### src/rtl/nibble_io_pkg.sv
// Shared types and bit positions for the nibble I/O port peripherals.
// NIBBLE_UART_TX_PARITY_EN adds the PARITY transmit state.
package nibble_io_pkg;

`ifdef NIBBLE_UART_TX_PARITY_EN
   typedef enum logic [2:0] {
      IDLE   = 3'd0,
      START  = 3'd1,
      DATA   = 3'd2,
      PARITY = 3'd3,
      STOP   = 3'd4
   } tx_state_t;
`else
   typedef enum logic [1:0] {
      IDLE  = 2'd0,
      START = 2'd1,
      DATA  = 2'd2,
      STOP  = 2'd3
   } tx_state_t;
`endif

   localparam int STAT_BUSY  = 0;
   localparam int STAT_FULL  = 1;
   localparam int STAT_EMPTY = 2;
   localparam int STAT_OVF   = 3;

   localparam int CTRL_SEND = 0;
   localparam int CTRL_CLR  = 1;

endpackage

### src/rtl/byte_fifo.sv
// Circular byte FIFO; a push while full is accepted only when a pop frees a slot
// in the same cycle.
module byte_fifo import nibble_io_pkg::*; #(
   parameter int DEPTH = 4
) (
   input  logic       clk,
   input  logic       reset,
   input  logic       push,
   input  logic       pop,
   input  logic [7:0] din,
   output logic [7:0] dout,
   output logic       full,
   output logic       empty
);

   localparam int AW = $clog2(DEPTH);
   localparam logic [AW:0] CNT_FULL = (AW+1)'(DEPTH);

   logic [7:0]    mem [DEPTH];
   logic [AW-1:0] wr_ptr;
   logic [AW-1:0] rd_ptr;
   logic [AW:0]   count;
   logic          do_push;
   logic          do_pop;

   assign do_pop  = pop & ~empty;
   assign do_push = push & (~full | do_pop);

   // Pointers wrap naturally because DEPTH is a power of two.
   always_ff @(posedge clk or negedge reset) begin
      if (!reset) begin
         wr_ptr <= '0;
         rd_ptr <= '0;
         count  <= '0;
      end else begin
         if (do_push) wr_ptr <= wr_ptr + 1'b1;
         if (do_pop)  rd_ptr <= rd_ptr + 1'b1;
         case ({do_push, do_pop})
            2'b10:   count <= count + 1'b1;
            2'b01:   count <= count - 1'b1;
            default: count <= count;
         endcase
      end
   end

   always_ff @(posedge clk) begin
      if (do_push) mem[wr_ptr] <= din;
   end

   assign dout  = mem[rd_ptr];
   assign full  = (count == CNT_FULL);
   assign empty = (count == '0);

endmodule

### src/rtl/nibble_uart_tx.sv
// Port-mapped 8N1 transmitter fed from two output-port nibbles via a byte FIFO.
// Define NIBBLE_UART_TX_PARITY_EN to append an even-parity bit before STOP.
module nibble_uart_tx import nibble_io_pkg::*; #(
   parameter int N       = 4,
   parameter int CLK_DIV = 16,
   parameter int DEPTH   = 4
) (
   input  logic         clk,
   input  logic         reset,
   input  logic [N-1:0] lo_nib,
   input  logic [N-1:0] hi_nib,
   input  logic [N-1:0] ctrl,
   output logic [N-1:0] status,
   output logic         txd
);

   localparam logic [7:0] BAUD_LAST = 8'(CLK_DIV - 1);

   logic [1:0] ctrl_q;
   logic       push;
   logic       clr;
   logic       pop;
   logic       fifo_full;
   logic       fifo_empty;
   logic [7:0] fifo_dout;
   logic       overflow;
   tx_state_t  state;
   logic [7:0] shift;
   logic [7:0] baud;
   logic [2:0] bit_cnt;
   logic       baud_end;
`ifdef NIBBLE_UART_TX_PARITY_EN
   logic       parity;
`endif
   logic       ctrl_unused;

   assign ctrl_unused = &{1'b0, ctrl[N-1:2]};

   always_ff @(posedge clk or negedge reset) begin
      if (!reset) ctrl_q <= 2'b00;
      else        ctrl_q <= ctrl[1:0];
   end

   assign push = ctrl[CTRL_SEND] & ~ctrl_q[CTRL_SEND];
   assign clr  = ctrl[CTRL_CLR]  & ~ctrl_q[CTRL_CLR];
   assign pop  = (state == IDLE) & ~fifo_empty;

   byte_fifo #(.DEPTH(DEPTH)) u_fifo (
      .clk   (clk),
      .reset (reset),
      .push  (push),
      .pop   (pop),
      .din   ({hi_nib, lo_nib}),
      .dout  (fifo_dout),
      .full  (fifo_full),
      .empty (fifo_empty)
   );

   // A push is only lost when the FIFO is full and nothing drains this cycle.
   always_ff @(posedge clk or negedge reset) begin
      if (!reset)                           overflow <= 1'b0;
      else if (push & fifo_full & ~pop)     overflow <= 1'b1;
      else if (clr)                         overflow <= 1'b0;
   end

   assign baud_end = (baud == BAUD_LAST);

   // txd is registered alongside the state so it changes exactly on state entry.
   always_ff @(posedge clk or negedge reset) begin
      if (!reset) begin
         state   <= IDLE;
         shift   <= 8'h00;
         baud    <= 8'h00;
         bit_cnt <= 3'd0;
         txd     <= 1'b1;
`ifdef NIBBLE_UART_TX_PARITY_EN
         parity  <= 1'b0;
`endif
      end else begin
         case (state)
            IDLE: begin
               txd <= 1'b1;
               if (pop) begin
                  shift   <= fifo_dout;
`ifdef NIBBLE_UART_TX_PARITY_EN
                  parity  <= ^fifo_dout;
`endif
                  bit_cnt <= 3'd0;
                  baud    <= 8'h00;
                  state   <= START;
                  txd     <= 1'b0;
               end
            end
            START: begin
               if (baud_end) begin
                  baud  <= 8'h00;
                  state <= DATA;
                  txd   <= shift[0];
               end else begin
                  baud <= baud + 8'd1;
               end
            end
            DATA: begin
               if (baud_end) begin
                  baud  <= 8'h00;
                  shift <= {1'b0, shift[7:1]};
                  if (bit_cnt == 3'd7) begin
`ifdef NIBBLE_UART_TX_PARITY_EN
                     state <= PARITY;
                     txd   <= parity;
`else
                     state <= STOP;
                     txd   <= 1'b1;
`endif
                  end else begin
                     bit_cnt <= bit_cnt + 3'd1;
                     txd     <= shift[1];
                  end
               end else begin
                  baud <= baud + 8'd1;
               end
            end
`ifdef NIBBLE_UART_TX_PARITY_EN
            PARITY: begin
               if (baud_end) begin
                  baud  <= 8'h00;
                  state <= STOP;
                  txd   <= 1'b1;
               end else begin
                  baud <= baud + 8'd1;
               end
            end
`endif
            STOP: begin
               if (baud_end) begin
                  baud  <= 8'h00;
                  state <= IDLE;
                  txd   <= 1'b1;
               end else begin
                  baud <= baud + 8'd1;
               end
            end
            default: begin
               state <= IDLE;
               txd   <= 1'b1;
            end
         endcase
      end
   end

   always_comb begin
      status             = '0;
      status[STAT_BUSY]  = (state != IDLE);
      status[STAT_FULL]  = fifo_full;
      status[STAT_EMPTY] = fifo_empty;
      status[STAT_OVF]   = overflow;
   end

endmodule

### config.mk
export PLATFORM = sky130hd
export DESIGN_NAME = nibble_uart_tx
export DESIGN_NICKNAME = d
export VERILOG_FILES = /design/src/rtl/nibble_io_pkg.sv /design/src/rtl/byte_fifo.sv /design/src/rtl/nibble_uart_tx.sv
export SDC_FILE = /design/constraint.sdc
export NUM_CORES = 1
export LEC_CHECK = 0
export BUFFER_PORTS_ARGS = -buffer_cell sky130_fd_sc_hd__buf_2
export CAP_MARGIN = 15
export CORE_ASPECT_RATIO = 0.5
export CORE_MARGIN = 4
export CORE_UTILIZATION = 54
export CTS_CLUSTER_SIZE = 28
export DETAILED_ROUTE_END_ITERATION = 12
export PLACE_DENSITY = 0.75
export SETUP_SLACK_MARGIN = 0.1
export SLEW_MARGIN = 20
export SYNTH_ARGS = -nofsm -noshare
export SYNTH_HDL_FRONTEND = slang
export SYNTH_SLANG_ARGS = --single-unit
export TNS_END_PERCENT = 10
### constraint.sdc
create_clock -name clk -period 2.3 [get_ports clk]
set_input_delay 0.575 -clock clk [delete_from_list [all_inputs] [get_ports clk]]
set_output_delay 0.575 -clock clk [all_outputs]
set_load 0.05 [all_outputs]
==> results of run 1 <==
## path summary, 6_finish.rpt
check | slack (ps) | endpoint | start | cells after the start
worst max register to register | 310 | shift[0] | state[0] | 6
worst min-delay path | 290 | shift[3] | reset | 1
max in group asynchronous | 1540 | shift[1] | reset | 1
worst min register to register | 480 | overflow | ctrl_q[1] | 2
worst max-delay path | 220 | status[0] | state[1] | 5
min in group clk | 350 | ctrl_q[0] | ctrl[0] | 1
## cell usage in the layout (no fill, tap or decap), drive strengths merged, types with 4 or more instances in the layout
| master | netlist | final |
|---|---|---|
| nor2 | 6 | 6 |
| and2 | 7 | 7 |
| inv | 11 | 11 |
| nand3 | 6 | 6 |
| clkbuf | 3 | 9 |
| dfrtp | 31 | 31 |
| mux2 | 16 | 16 |
| o21ai | 10 | 10 |
| buf | 9 | 24 |
| nand2 | 13 | 13 |
| a31oi | 4 | 4 |
| mux4 | 8 | 8 |
| clkinv | 0 | 4 |
| ha | 12 | 12 |
| xnor2 | 5 | 5 |
| edfxtp | 32 | 32 |
| nand2b | 4 | 4 |
## sequential cells by signal, indices dropped and copies added (netlist names)
name           cells
u_fifo.mem        32
baud               8
shift              8
bit_cnt            3
u_fifo.count       3
ctrl_q             2
state              2
u_fifo.rd_ptr      2
u_fifo.wr_ptr      2
overflow           1
txd                1
## metrics by stage
step	setup slack [ps]	utilization, %	hold WS, ps	std cells	area [sq um]
after floorplan	173.1	-	279.4	212	2995
after global placement	287.6	61.23	455.4	294	3144
after detailed placement	207.4	61.23	471.4	294	3144
after CTS	112.8	64.64	294.0	310	3319
after global routing	115.7	65.01	341.0	310	3338
final	220.5	65.01	292.4	310	3338
## Yosys cell counts (4+ instances only)
master	count	share of area, %
sky130_fd_sc_hd__dfrtp_1	31	26
sky130_fd_sc_hd__a31oi_1	4	0.84
sky130_fd_sc_hd__o21ai_0	10	1.7
sky130_fd_sc_hd__nand3_1	6	1.0
sky130_fd_sc_hd__and2_1	6	1.3
sky130_fd_sc_hd__edfxtp_1	32	32
sky130_fd_sc_hd__nand2_1	13	1.6
sky130_fd_sc_hd__inv_1	11	1.4
sky130_fd_sc_hd__nand2b_1	4	0.84
sky130_fd_sc_hd__mux2_4	7	3.5
sky130_fd_sc_hd__xnor2_1	5	1.5
sky130_fd_sc_hd__mux4_2	8	6.0
sky130_fd_sc_hd__nor2_1	6	0.75
sky130_fd_sc_hd__mux2_2	9	3.4
sky130_fd_sc_hd__ha_1	12	5.0
sky130_fd_sc_hd__buf_4	4	1.0
## per-layer routing
metal | GRT usage, % | wire (um) | up-vias
met5 | 0 | 0 | -
met4 | 8.219 | 80 | 0
met3 | 5.777 | 242 | 8
met2 | 25.76 | 2288 | 33
met1 | 20.88 | 2375 | 838
li1 | - | - | 819
## layout make-up
type / count / area, sq um / share of cell area [%]
Timing Repair Buffer: 24 / 142.6 / 4.273
Sequential cell: 64 / 1763 / 52.81
Clock inverter: 7 / 48.80 / 1.462
Clock buffer: 9 / 123.9 / 3.711
Inverter: 11 / 41.29 / 1.237
Multi-Input combinational cell: 125 / 1131 / 33.88
Tap cell: 70 / 87.58 / 2.624
## power by group
part / leakage (nW) / internal (mW) / switching (mW) / total (mW)
registers: 0.687 / 1.49 / 0.214 / 1.71
clock network: 0.0789 / 0.387 / 0.442 / 0.829
logic: 0.606 / 0.851 / 0.848 / 1.70
## repair_timing
| action | CTS | global route |
|---|---|---|
| cloned | 0 | 0 |
| setup endpoints to repair | 1 | 33 |
| gates resized for setup | 1 | 4 |
| buffers inserted | 0 | 0 |
## cells by family after synthesis
group | count (synthesis) | share of synthesized area, %
AOI/OAI and AO/OA | 29 | 6.352
xor gates and xnor gates | 6 | 1.755
adders and majority gates | 13 | 5.683
buffers and inverters | 23 | 3.970
DFF | 64 | 58.88
muxes | 27 | 13.92
and+or+nand+nor | 50 | 9.445
==> impl_metrics.toml, run 1 <==
[status]
status = "complete, no violations"

[route]
detail_route.iter0.violations = 103
dr_total_vias = 1698
wl_per_cell_um = 16.09
drt-total-wl_um = 4988
routed_via_density = 5.477
first_drt_pass_iteration_count = 4
drc = 0
drtAntennaViolNets = 0

[floorplanning]
std_cell_core_area_sq_um = 5135
floorplan.io_pins = 19
die-width_um = 113.3
die_h_um = 60.66
fp.dieArea_sq_um = 6873
floorplan.initialDensity_pct = 58.31
rows = 18

[yosys]
postSynthNetCount = 239
asyncSetResetFlopFracSynth_pct = 50.00
yosys_warnings = 0
sequential_area_share_after_synthesis_pct = 58.88
syn_area_per_cell_sq_um = 14.12
synth-seq-cells = 64
number_of_distinct_standard_cells_referenced_by_the_synthesized_netlist = 45
synth_area_sq_um = 2994
synth_enable_flop_cells = 32
synth_cells = 212
synthFlopType = "sky130_fd_sc_hd__edfxtp_1"

[sta]
timing.fmax_mhz = 480.9
setup_viol = 0
unrepaired_setup_endpoints_after_global_routing = "false"
maxSlewHeadroom_pct = 51.51
post-route-period-util_pct = 90.41
worstMarginPinSlew_ps = 727.4
post-route-min-period_ps = 2079
hold_viol = 0
setup-tns-final_ps = 0
finalClockSkew_ps = 7.722
final_max_slew_viol_count = 0

[global_route]
globalRouteTotalUtil_pct = 16.40
first_global_vias = 1691
gr-total-overflow = 0
grt_max_degree = 33
grt_first_pass_wirelength_um = 8300
grt_antenna_before_repair = 0

[final_layout]
area.growth.synth_to_final_pct = 11.49
fill_cells = 398
layout-drive-gt1-share_pct = 29.17
insertedDiodeCount = 0
finalNetCount = 262

[cts]
cts_buffers = 9
cts_clk_pin_slew_worst_paths_ps = 70
tritoncts_clock_tree = "built"
ctsRootBufferMaster = "sky130_fd_sc_hd__clkbuf_8"
insertion_delay_ps = 340
cts.hold.buffers_added = 0
cts_buffer_depth = 2
cts.sink_count = 64
h-tree-depth = 3

[power]
max_rail_drop_vdd_v = 0.0005238
power_after_layout_mw = 4.235
power_per_cell_area_nw_per_um2 = 1269
power_leakage_nw = 1.372

[worst_setup_path]
timing.critical_path.fanout_max = 10
worstSetupStartpointType = "flop"
crit_slowest_cell = "sky130_fd_sc_hd__dfrtp_1"
setup.worst_path.end_class = "primary output"
crit_type = "flop to primary output"
timing.critical_path.arrival_ps = 1500
critical-path-top-delay-family = "buffers and inverters"
critical-path-max-stage-delay_ps = 420
worst-path-buf-inv = 4
cp_data_required_time_ps = 1730
timing.critical_path.cells = "inv_1, ha_4, buf_4, inv_1, buf_4"

[worst_hold_path]
hold_path_class = "input pin to async pin"

[placed_design]
dp_hpwl_um = 3384
port_buffers = 16
globalplace.congestion = 0.6843

[run]
cap_viol_max_count = 0
No activity file was read; power rests on OpenSTA's default activity.
==> inputs of run 2 (changes only) <==
--- a/config.mk
+++ b/config.mk
@@ -17,5 +17,6 @@
 export SLEW_MARGIN = 20
 export SYNTH_ARGS = -nofsm -noshare
 export SYNTH_HDL_FRONTEND = slang
+export SYNTH_HIERARCHICAL = 1
 export SYNTH_SLANG_ARGS = --single-unit
 export TNS_END_PERCENT = 10
==> impl_metrics.toml, run 2 <==
[floorplanning]
fp.dieArea_sq_um = 6983
std_cell_core_area_sq_um = 5468
floorplan.io_pins = 19
die-width_um = 114.2
die_h_um = 61.13
floorplan.initialDensity_pct = 55.74
rows = 19

[final_layout]
insertedDiodeCount = 0
fill_cells = 398
area.growth.synth_to_final_pct = 16.91
layout.cells.most_common_list = "sky130_fd_sc_hd__edfxtp_1, sky130_fd_sc_hd__dfrtp_1, sky130_fd_sc_hd__nor2_1"
largest_registers = "u_fifo/mem (32), baud (8), shift (8)"
layout-drive-gt1-share_pct = 28.13
number_of_non_filler_instances_in_the_completed_layout = 329
registers.top_by_ff_count = "u_fifo/mem"
final_common_cell = "sky130_fd_sc_hd__edfxtp_1"
finalNetCount = 278
largest_register_ff_count = 32

[sta]
finalClockSkew_ps = 4.339
post-route-period-util_pct = 96.23
hold_viol = 0
maxSlewHeadroom_pct = 51.69
setup_viol = 0
worstMarginPinSlew_ps = 724.6
unrepaired_setup_endpoints_after_global_routing = "true"
finalHoldWorstSlack_ps = 307.1
setup-tns-final_ps = 0
timing.fmax_mhz = 451.8
final_max_slew_viol_count = 0
worst_slack_ps = 86.78
post-route-min-period_ps = 2213

[power]
power_leakage_nw = 1.441
p_switching_mw = 0.8610
power_after_layout_mw = 3.399
swShare_pct = 25.33
power_frac_comb_pct = 18.1
clkPwrFrac_pct = 41.5
max_rail_drop_vdd_v = 0.0005610
power.share.sequential_pct = 40.5
power_per_cell_area_nw_per_um2 = 954.0
internal-power_mw = 2.538

[cts]
ctsRootBufferMaster = "sky130_fd_sc_hd__clkbuf_16"
tritoncts_clock_tree = "built"
cts_buffers = 9
cts_buffer_depth = 2
cts.sink_count = 64
insertion_delay_ps = 330
h-tree-depth = 3
cts_clk_pin_slew_worst_paths_ps = 50

[route]
routed_via_density = 5.447
drt-total-wl_um = 5302
first_drt_pass_iteration_count = 4
wl_per_cell_um = 16.12
dr_total_vias = 1792
drtAntennaViolNets = 0
detail_route.iter0.violations = 104
drc = 0

[yosys]
post_synth_main_area_contributors = "sky130_fd_sc_hd__edfxtp_1, sky130_fd_sc_hd__dfrtp_1, sky130_fd_sc_hd__mux4_2"
sequential_area_share_after_synthesis_pct = 57.84
post_synth_most_frequent_cells = "sky130_fd_sc_hd__edfxtp_1, sky130_fd_sc_hd__dfrtp_1, sky130_fd_sc_hd__nor2_1"
synthFlopType = "sky130_fd_sc_hd__edfxtp_1"
most_common_cell_in_the_synthesized_netlist = "sky130_fd_sc_hd__edfxtp_1"
synth_enable_flop_cells = 32
syn_area_per_cell_sq_um = 13.61
synth_cells = 224
asyncSetResetFlopFracSynth_pct = 50.00
yosys.area.top_type_share_pct = 31.53
number_of_distinct_standard_cells_referenced_by_the_synthesized_netlist = 54
synth-seq-cells = 64
yosys_warnings = 6
synth_area_sq_um = 3048
netlist.top_cell.by_area = "sky130_fd_sc_hd__edfxtp_1"
postSynthNetCount = 251

[global_route]
first_global_vias = 1853
grt_max_degree = 33
gr-total-overflow = 0
globalRouteTotalUtil_pct = 17.29
grt_antenna_before_repair = 0
grt_first_pass_wirelength_um = 8907

[worst_setup_path]
worst_setup_path_endpoint = "u_fifo/count[1]"
timing.critical_path.cells = "or3_4, inv_2, nand2b_4, inv_4, nor2b_4, nand2_2, fa_1, o21ba_4, o211ai_1, a22oi_1"
worstSetupStartpointType = "flop"
setup.worst_path.end_class = "flop"
r2r-start = "u_fifo/count[2]"
critical-path-max-stage-delay_ps = 440
crit_slowest_cell = "sky130_fd_sc_hd__fa_1"
worst-r2r-cell-count = 10
worst-r2r-setup-slack_ps = 90
worstSetupStartpoint = "u_fifo/count[2]"
timing.critical_path.fanout_max = 2
crit_type = "flop to flop"
cp_data_required_time_ps = 2540
critical_path.reg2reg.endpoint = "u_fifo/count[1]"
timing.critical_path.arrival_ps = 2450

[worst_hold_path]
hold_path_class = "input pin to async pin"

[placed_design]
port_buffers = 16
globalplace.congestion = 0.7840
dp_hpwl_um = 3570
dp.cells = 307
preCtsSetupSlack_ps = 44.12

[run]
cap_viol_max_count = 0

[status]
status = "complete, no violations"
[run 2: cell count changes after synthesis, moves of 4 or more]
cell / previous run / this run
sky130_fd_sc_hd__mux2_2: 9 / 1
sky130_fd_sc_hd__a21oi_1: 3 / 8
sky130_fd_sc_hd__and2_1: 6 / 1
sky130_fd_sc_hd__a31oi_1: 4 / 0
sky130_fd_sc_hd__o22ai_1: 0 / 4
sky130_fd_sc_hd__o21ai_0: 10 / 6
sky130_fd_sc_hd__mux2_4: 7 / 1
sky130_fd_sc_hd__nor2_1: 6 / 19
sky130_fd_sc_hd__xor2_1: 1 / 5
[run 2: metal layers]
layer | vias up | global-route usage [%] | share of wire, %
met5 | - | 0 | 0
met2 | 39 | 28.79 | 47
met4 | 0 | 7.107 | 1.5
met3 | 9 | 5.790 | 5.1
li1 | 860 | - | -
met1 | 884 | 21.47 | 46
[run 2: worst min path at each step]
stage | endpoint | cells past startpoint | start
global placement | bit_cnt[0] | 1 | bit_cnt[0]
detailed placement | overflow | 1 | overflow
finish | shift[2] | 1 | reset
CTS | shift[2] | 1 | reset
global route | ctrl_q[1] | 1 | ctrl[1]
floorplan | baud[0] | 0 | reset
[run 2: critical path, delay by kind of cell, from the launching register on]
kind	cells	cell delay, ps
DFF	1	380
adders and majority gates	1	440
AOI/OAI and AO/OA	3	490
and+or+nand+nor	4	720
buffers and inverters	2	90
[run 2: repair_timing]
item	4_1_cts	5_1_grt
resized for setup	0	5
endpoints found under the hold margin	0	0
setup endpoints to repair	1	3
hold buffers	0	0
setup buffers	5	1
pin swaps	4	3
[run 2: metrics by stage]
step	instance area, sq um	util [%]
CTS	3546	64.85
global route	3563	65.17
finish	3563	65.17
floorplan	3075	-
global placement	3201	58.54
detailed placement	3201	58.54
[run 2: layout make-up]
cell class / instances / area [sq um] / share of cell area (%)
flip-flops and latches: 64 / 1763 / 49.47
multi-input cells: 134 / 1169 / 32.79
clock buffers: 12 / 236.5 / 6.636
repair buffers: 28 / 177.7 / 4.986
well taps: 73 / 91.34 / 2.563
clock inverters: 4 / 71.32 / 2.001
inverters: 14 / 55.05 / 1.545
[run 2: cell families after synthesis]
group	after synthesis	synth area share, %
fa+ha+maj	13	5.583
xor+xnor	11	3.161
mux	14	8.087
flops	64	57.84
simple gates	60	11.66
compound gates	36	8.949
buf+inv	26	4.721
[run 2: power by group through the flow]
stage	clock (mW)	combinational [mW]	sequential [mW]
after floorplan	0	0.422	1.39
after global placement	0	0.534	1.39
after detailed placement	0	0.562	1.40
after CTS	1.44	0.588	1.38
after global routing	1.48	0.672	1.39
final	1.41	0.614	1.38
